`src/rtl/sram_arbiter.sv`:
```
// IFU/LSU round-robin arbiter and fixed-latency sequencer for the SRAM bridge.
// Ports: clk_i/rst_i; ifu_* fetch req/resp; lsu_* load/store req/resp;
// mem_* single-ported bridge strobe, address, write data/mask, read data;
// busy_o is high whenever the sequencer is not idle.
module sram_arbiter #(
  parameter int unsigned MEM_LAT = 1
) (
  input  logic        clk_i,
  input  logic        rst_i,
  input  logic        ifu_req_valid_i,
  output logic        ifu_req_ready_o,
  input  logic [31:0] ifu_addr_i,
  output logic        ifu_resp_valid_o,
  output logic [31:0] ifu_rdata_o,
  input  logic        lsu_req_valid_i,
  output logic        lsu_req_ready_o,
  input  logic [31:0] lsu_addr_i,
  input  logic        lsu_wen_i,
  input  logic [31:0] lsu_wdata_i,
  input  logic [3:0]  lsu_wmask_i,
  output logic        lsu_resp_valid_o,
  output logic [31:0] lsu_rdata_o,
  output logic        mem_valid_o,
  output logic [31:0] mem_addr_o,
  output logic        mem_wen_o,
  output logic [31:0] mem_wdata_o,
  output logic [3:0]  mem_wmask_o,
  input  logic [31:0] mem_rdata_i,
  output logic        busy_o
);

  typedef enum logic [1:0] {
    S_IDLE,
    S_ISSUE,
    S_WAIT,
    S_RESP
  } state_e;

  localparam logic [3:0] LAT4 = 4'(MEM_LAT);

  state_e      state_q;
  logic        last_lsu_q;
  logic        own_lsu_q;
  logic        wen_q;
  logic [3:0]  cnt_q;
  logic        mem_valid_q;
  logic        mem_wen_q;
  logic [31:0] mem_addr_q;
  logic [31:0] mem_wdata_q;
  logic [3:0]  mem_wmask_q;
  logic        ifu_resp_q;
  logic        lsu_resp_q;
  logic [31:0] ifu_rdata_q;
  logic [31:0] lsu_rdata_q;

  logic idle;
  logic pick_lsu;

  // LSU wins when alone, or on a tie when the IFU was granted last.
  always_comb begin
    idle     = (state_q == S_IDLE) && !rst_i;
    pick_lsu = lsu_req_valid_i &&
               (!ifu_req_valid_i || !last_lsu_q);
    lsu_req_ready_o = idle && pick_lsu;
    ifu_req_ready_o = idle && ifu_req_valid_i && !pick_lsu;
  end

  always_ff @(posedge clk_i or posedge rst_i) begin
    if (rst_i) begin
      state_q     <= S_IDLE;
      last_lsu_q  <= 1'b0;
      own_lsu_q   <= 1'b0;
      wen_q       <= 1'b0;
      cnt_q       <= 4'd0;
      mem_valid_q <= 1'b0;
      mem_wen_q   <= 1'b0;
      mem_addr_q  <= 32'd0;
      mem_wdata_q <= 32'd0;
      mem_wmask_q <= 4'd0;
      ifu_resp_q  <= 1'b0;
      lsu_resp_q  <= 1'b0;
      ifu_rdata_q <= 32'd0;
      lsu_rdata_q <= 32'd0;
    end else begin
      mem_valid_q <= 1'b0;
      mem_wen_q   <= 1'b0;
      ifu_resp_q  <= 1'b0;
      lsu_resp_q  <= 1'b0;
      unique case (state_q)
        S_IDLE: begin
          if (lsu_req_ready_o) begin
            own_lsu_q   <= 1'b1;
            last_lsu_q  <= 1'b1;
            wen_q       <= lsu_wen_i;
            mem_valid_q <= 1'b1;
            mem_wen_q   <= lsu_wen_i;
            mem_addr_q  <= lsu_addr_i;
            mem_wdata_q <= lsu_wdata_i;
            mem_wmask_q <= lsu_wmask_i;
            state_q     <= S_ISSUE;
          end else if (ifu_req_ready_o) begin
            own_lsu_q   <= 1'b0;
            last_lsu_q  <= 1'b0;
            wen_q       <= 1'b0;
            mem_valid_q <= 1'b1;
            mem_addr_q  <= ifu_addr_i & ~32'h3;
            mem_wdata_q <= 32'd0;
            mem_wmask_q <= 4'd0;
            state_q     <= S_ISSUE;
          end
        end
        S_ISSUE: begin
          cnt_q   <= LAT4;
          state_q <= S_WAIT;
        end
        S_WAIT: begin
          cnt_q <= cnt_q - 4'd1;
          if (cnt_q == 4'd1) begin
            if (own_lsu_q) begin
              lsu_rdata_q <= wen_q ? 32'd0 : mem_rdata_i;
              lsu_resp_q  <= 1'b1;
            end else begin
              ifu_rdata_q <= mem_rdata_i;
              ifu_resp_q  <= 1'b1;
            end
            state_q <= S_RESP;
          end
        end
        S_RESP: begin
          state_q <= S_IDLE;
        end
        default: begin
          state_q <= S_IDLE;
        end
      endcase
    end
  end

  assign mem_valid_o      = mem_valid_q;
  assign mem_wen_o        = mem_wen_q;
  assign mem_addr_o       = mem_addr_q;
  assign mem_wdata_o      = mem_wdata_q;
  assign mem_wmask_o      = mem_wmask_q;
  assign ifu_resp_valid_o = ifu_resp_q;
  assign lsu_resp_valid_o = lsu_resp_q;
  assign ifu_rdata_o      = ifu_rdata_q;
  assign lsu_rdata_o      = lsu_rdata_q;
  assign busy_o           = (state_q != S_IDLE);

endmodule

```
`config.mk`:
```
export PLATFORM = sky130hd
export DESIGN_NAME = sram_arbiter
export DESIGN_NICKNAME = d
export VERILOG_FILES = /design/src/rtl/sram_arbiter.sv
export SDC_FILE = /design/constraint.sdc
export NUM_CORES = 1
export LEC_CHECK = 0
export ABC_AREA = 1
export CAP_MARGIN = 20
export CORE_ASPECT_RATIO = 0.9
export CORE_MARGIN = 1.5
export CORE_UTILIZATION = 44
export CTS_CLUSTER_SIZE = 40
export DETAILED_ROUTE_END_ITERATION = 7
export GPL_TIMING_DRIVEN = 1
export HOLD_SLACK_MARGIN = 0.05
export PLACE_DENSITY = 0.93
export SLEW_MARGIN = 20
export SYNTH_ARGS = -nofsm -noshare
export SYNTH_HDL_FRONTEND = slang
export SYNTH_SLANG_ARGS = --single-unit
```
`constraint.sdc`:
```
create_clock -name clk_i -period 16.7 [get_ports clk_i]
set_input_delay 5.01 -clock clk_i [delete_from_list [all_inputs] [get_ports clk_i]]
set_output_delay 5.01 -clock clk_i [all_outputs]
set_load 0.05 [all_outputs]
```
Yosys cells after proc, flatten, opt, wreduce, memory -nomap -nowiden. Index checks and enable logic that the tools add are counted.

Add/subtract/negate cells: 1. Equality and inequality tests: 6. Muxes and demuxes: 26. Bitwise gates (word level): 1. Reductions and logical operators: 18.

Operators with widths (number): $mux W32 (5); $mux W1 (14); $mux W4 (2); $pmux W2 S4 (1); $pmux W4 S2 (1); $mux W2 (3); $reduce_and A3 Y1 (2); $reduce_bool A2 Y1 (3); $logic_and A1 B1 Y1 (5); $eq A2 B2 Y1 const B (2); $eq A4 B1 Y1 const B (1); $logic_not A1 Y1 (4); $reduce_and A2 Y1 (2); $sub A4 B1 Y4 const B (1); $ne A3 B3 Y1 const B (1); $eq A2 B1 Y1 const B (1); $logic_not A2 Y1 (1); $ne A2 B2 Y1 const B (1); $logic_or A1 B1 Y1 (1); $not A1 Y1 (1).

Flip-flop bits (word level): 144. Bits of input ports: 137. Output and inout port bits: 139. Word-level logic and storage cells: 65.

Depth between registers and ports, before layout.
Depth in word-level cells: 8. Gate-level depth with buffers: 9. Gate-level depth less buffers: 8.

Least setup slack after synthesis. Ideal clock, no wire load.

Path kind: input -> output. From: input rst_i. To: output lsu_req_ready_o. Arrival time: 9.232 ns. Data required time: 11.690 ns. Setup slack: 2.458 ns. Cell stages on the path: 4. Buffers on the path: 1. Cells stage by stage: inv_1 -> nand4_2 -> inv_2 -> buf_2.

Cells in the longest elaborated chain, start to end: 3.

Ends and longest elaborated chain: start, declared (line 9) `input logic rst_i,`; $logic_not A1 Y1 (no source line); $logic_and A1 B1 Y1 (line 61) `idle = (state_q == S_IDLE) && !rst_i;`; $logic_and A1 B1 Y1 (line 64) `lsu_req_ready_o = idle && pick_lsu;`; end, declared (line 16) `output logic lsu_req_ready_o,`.

No other way between the ends.

Final worst setup path. Ends and elaborated chain as after synthesis.

==> impl_metrics.yaml <==
outcome:
  status: "finished, final reports clean"
setup_path:
  r2r-end: "ifu_rdata_o[26]"
  path_class: "in2out"
  critical_path_required_ns: 11.69
  rr_startpoint: "cnt_q[1]"
  cp_max_fo: 90
  cp-start-kind: "primary input"
  worstPathArrival_ns: 8.07
  r2r_setup_slack_ns: 14.40
  rr_worst_depth: 9
  crit_path_end_kind: "output port"
logic_synthesis:
  yosys-mux-area-fraction_pct: 0
  ys.flop_type: "dfrtp_1"
  yosysMostFrequentCell: "nand2_1"
  synth_cells: 663
  synth_edf_count: 0
  synth_common_cells: "346 x nand2_1, 144 x dfrtp_1, 67 x nand3_1"
  synth_area_um2: 5850
  yosys.area.top_type_share_pct: 61.6
  synth-compound-area-share_pct: 3.51
  synth.area.top_cells: "dfrtp_1 62%, nand2_1 22%, nand3_1 5.7%"
  synth.ff_latch_count: 144
  synth_top_family_by_area: "simple AND/OR/NAND/NOR gates"
  ys_seq_area_share_pct: 61.6
  synth.avg_cell_area_um2: 8.82
  synth_top_cell_by_area: "dfrtp_1"
  synth_warnings: 0
  synth-xor-area-share_pct: 0
  synthAdderAreaFrac_pct: 1.07
  syn_nets: 805
  synth_cell_type_count: 19
  yosys.area_share.simple_pct: 29.0
  async_flop_share_pct: 100
die:
  ios: 276
  initial_utilization_pct: 45.6
  fp.dieW_um: 125
  rows: 39
  core_area_um2: 12800
  die_area_um2: 14000
  die_h_um: 112
sta:
  min_period_ns: 13.08
  max_freq_ghz: 0.0765
  rsz0062_at_grt: "no"
  slew_headroom_pct: 26.0
  finalSetupViolCount: 0
  setup_tns_ns: 0
  drv_slew: 0
  fin_skew_ns: 0.00707
  hold_violations: 0
  fin_hold_ws_ns: 0.468
  tightestPinTransition_ns: 1.11
  period_share_pct: 78.3
min_path:
  hold_path_end: "mem_wdata_o[5]"
  hp-class: "reg2reg"
  min_delay_path_depth: 2
  worstHoldStart: "mem_wdata_o[5]"
routing:
  postRouteAntennaNets: 0
  vias_per_cell: 5.01
  wire_per_inst_um: 15.8
  routed_wl_um: 17500
  drtIter0Drc: 463
  drc: 0
  vias: 5521
  drt_pass1_iterations: 8
global_routing:
  grt_pass1_vias: 5453
  track_usage_pct: 25.5
  grt_max_degree: 91
  grt_pass1_wl_um: 28000
  gr-total-overflow: 0
  antenna_found_initial: 0
clock_tree:
  cts.sinks: 144
  cts_buffers: 17
  h-tree-depth: 4
  cts_setup_buffers: 0
  cts_resized: 0
  cts_tree: "done"
  cts_buffer_depth: 2
  path_clk_slew_ns: 0.05
  cts_root_buf: "clkbuf_16"
  clock_latency_ns: 0.42
  postCtsHoldBufs: 0
power:
  power_density_nw_per_um2: 227
  ir_worst_vdd_uv: 146
  clkPwrFrac_pct: 17.9
  total_power_uw: 2090
  power.leakage_uw: 0.00439
  seqPwrFrac_pct: 27.7
  internal_power_uw: 1090
  swShare_pct: 47.9
  p_comb_share_pct: 54.3
  switchingPower_uw: 1000
layout:
  fill_cells: 929
  area_growth_pct: 57.4
  fin_nets: 1067
  drive_above_1_share_pct: 4.69
  final_util_pct: 71.7
  antenna_cells: 0
  finalNonFillerCells: 1102
placed_design:
  io_buffer_count: 273
  dp_cells: 1070
  hpwlAfterDp_um: 12100
  gp_congestion: 0.825
flow_run:
  cap_violations: 0
power groups by stage:
| stage | registers (uW) | logic [uW] | clock network [uW] |
|---|---|---|---|
| final | 580 | 1140 | 375 |
| after global routing | 597 | 1200 | 399 |
| after CTS | 579 | 1140 | 381 |
| after detailed placement | 581 | 1140 | 0 |
| after global placement | 574 | 1110 | 0 |
| after floorplan | 1060 | 256 | 0 |
through the flow:
| step | instance area [um2] | setup WS, ns |
|---|---|---|
| 2_1_floorplan | 5850 | 2.46 |
| 3_5_place_dp | 8620 | 3.57 |
| 4_1_cts | 9210 | 3.58 |
| 5_1_grt | 9210 | 3.32 |
| 3_3_place_gp | 8620 | 3.61 |
| 6_report | 9210 | 3.62 |
logic make-up (layout without fill, tap and decap cells):
| logic type | Yosys count | in the layout |
|---|---|---|
| adder cells (fa/ha/maj) | 5 | 5 |
| buffers and inverters | 53 | 328 |
| flip-flops | 144 | 144 |
| AND/OR/NAND/NOR | 421 | 421 |
| AO/OA/AOI/OAI | 40 | 40 |
worst max path at each step:
stage	depth (start not counted)	end	startpoint	slack, ns
final	6	lsu_req_ready_o	rst_i	3.62
after global routing	6	lsu_req_ready_o	rst_i	3.32
after CTS	6	lsu_req_ready_o	rst_i	3.58
after detailed placement	6	lsu_req_ready_o	rst_i	3.57
after global placement	6	lsu_req_ready_o	rst_i	3.61
after floorplan	4	lsu_req_ready_o	rst_i	2.46
sequential cells by signal, summed over array words and instances, names as in the netlist, 2 cells and up:
| name | count |
|---|---|
| cnt_q | 4 |
| ifu_rdata_o | 32 |
| lsu_rdata_o | 32 |
| mem_addr_o | 32 |
| mem_wdata_o | 32 |
| mem_wmask_o | 4 |
| state_q | 2 |
routing by layer:
layer / track usage (%) / part of all wire, %
met1: 30.4 / 39
met2: 42.2 / 50
met3: 7.20 / 6.3
met4: 13.9 / 4.2
met5: 0 / 0
critical path: stages:
cell and delay [ns]:
clkdlybuf4s50_1 0.47, inv_6 0.59, nand4_2 0.34, inv_2 0.10
buf_4 0.55, clkdlybuf4s50_1 0.93
cell type report:
type	count	area, um2	area share (%)
repair buffers	278	2770	30.1
clock inverters	5	75.1	0.815
clock buffers	27	513	5.57
well taps	164	205	2.23
inverters	18	72.6	0.788
multi-input cells	466	1970	21.4
flip-flops and latches	144	3600	39.1
layout by cell type, fill, tap and decap left out, types with 5 or more instances in the layout:
cell and n:
ha_1 5, clkbuf_16 17, clkdlybuf4s50_1 273, clkbuf_8 5, inv_2 6, nand2_1 346, inv_1 11, o21ai_0 34
dfrtp_1 144, buf_4 5, clkbuf_1 5, nand3_1 67
(Power assumes the default switching activity.)
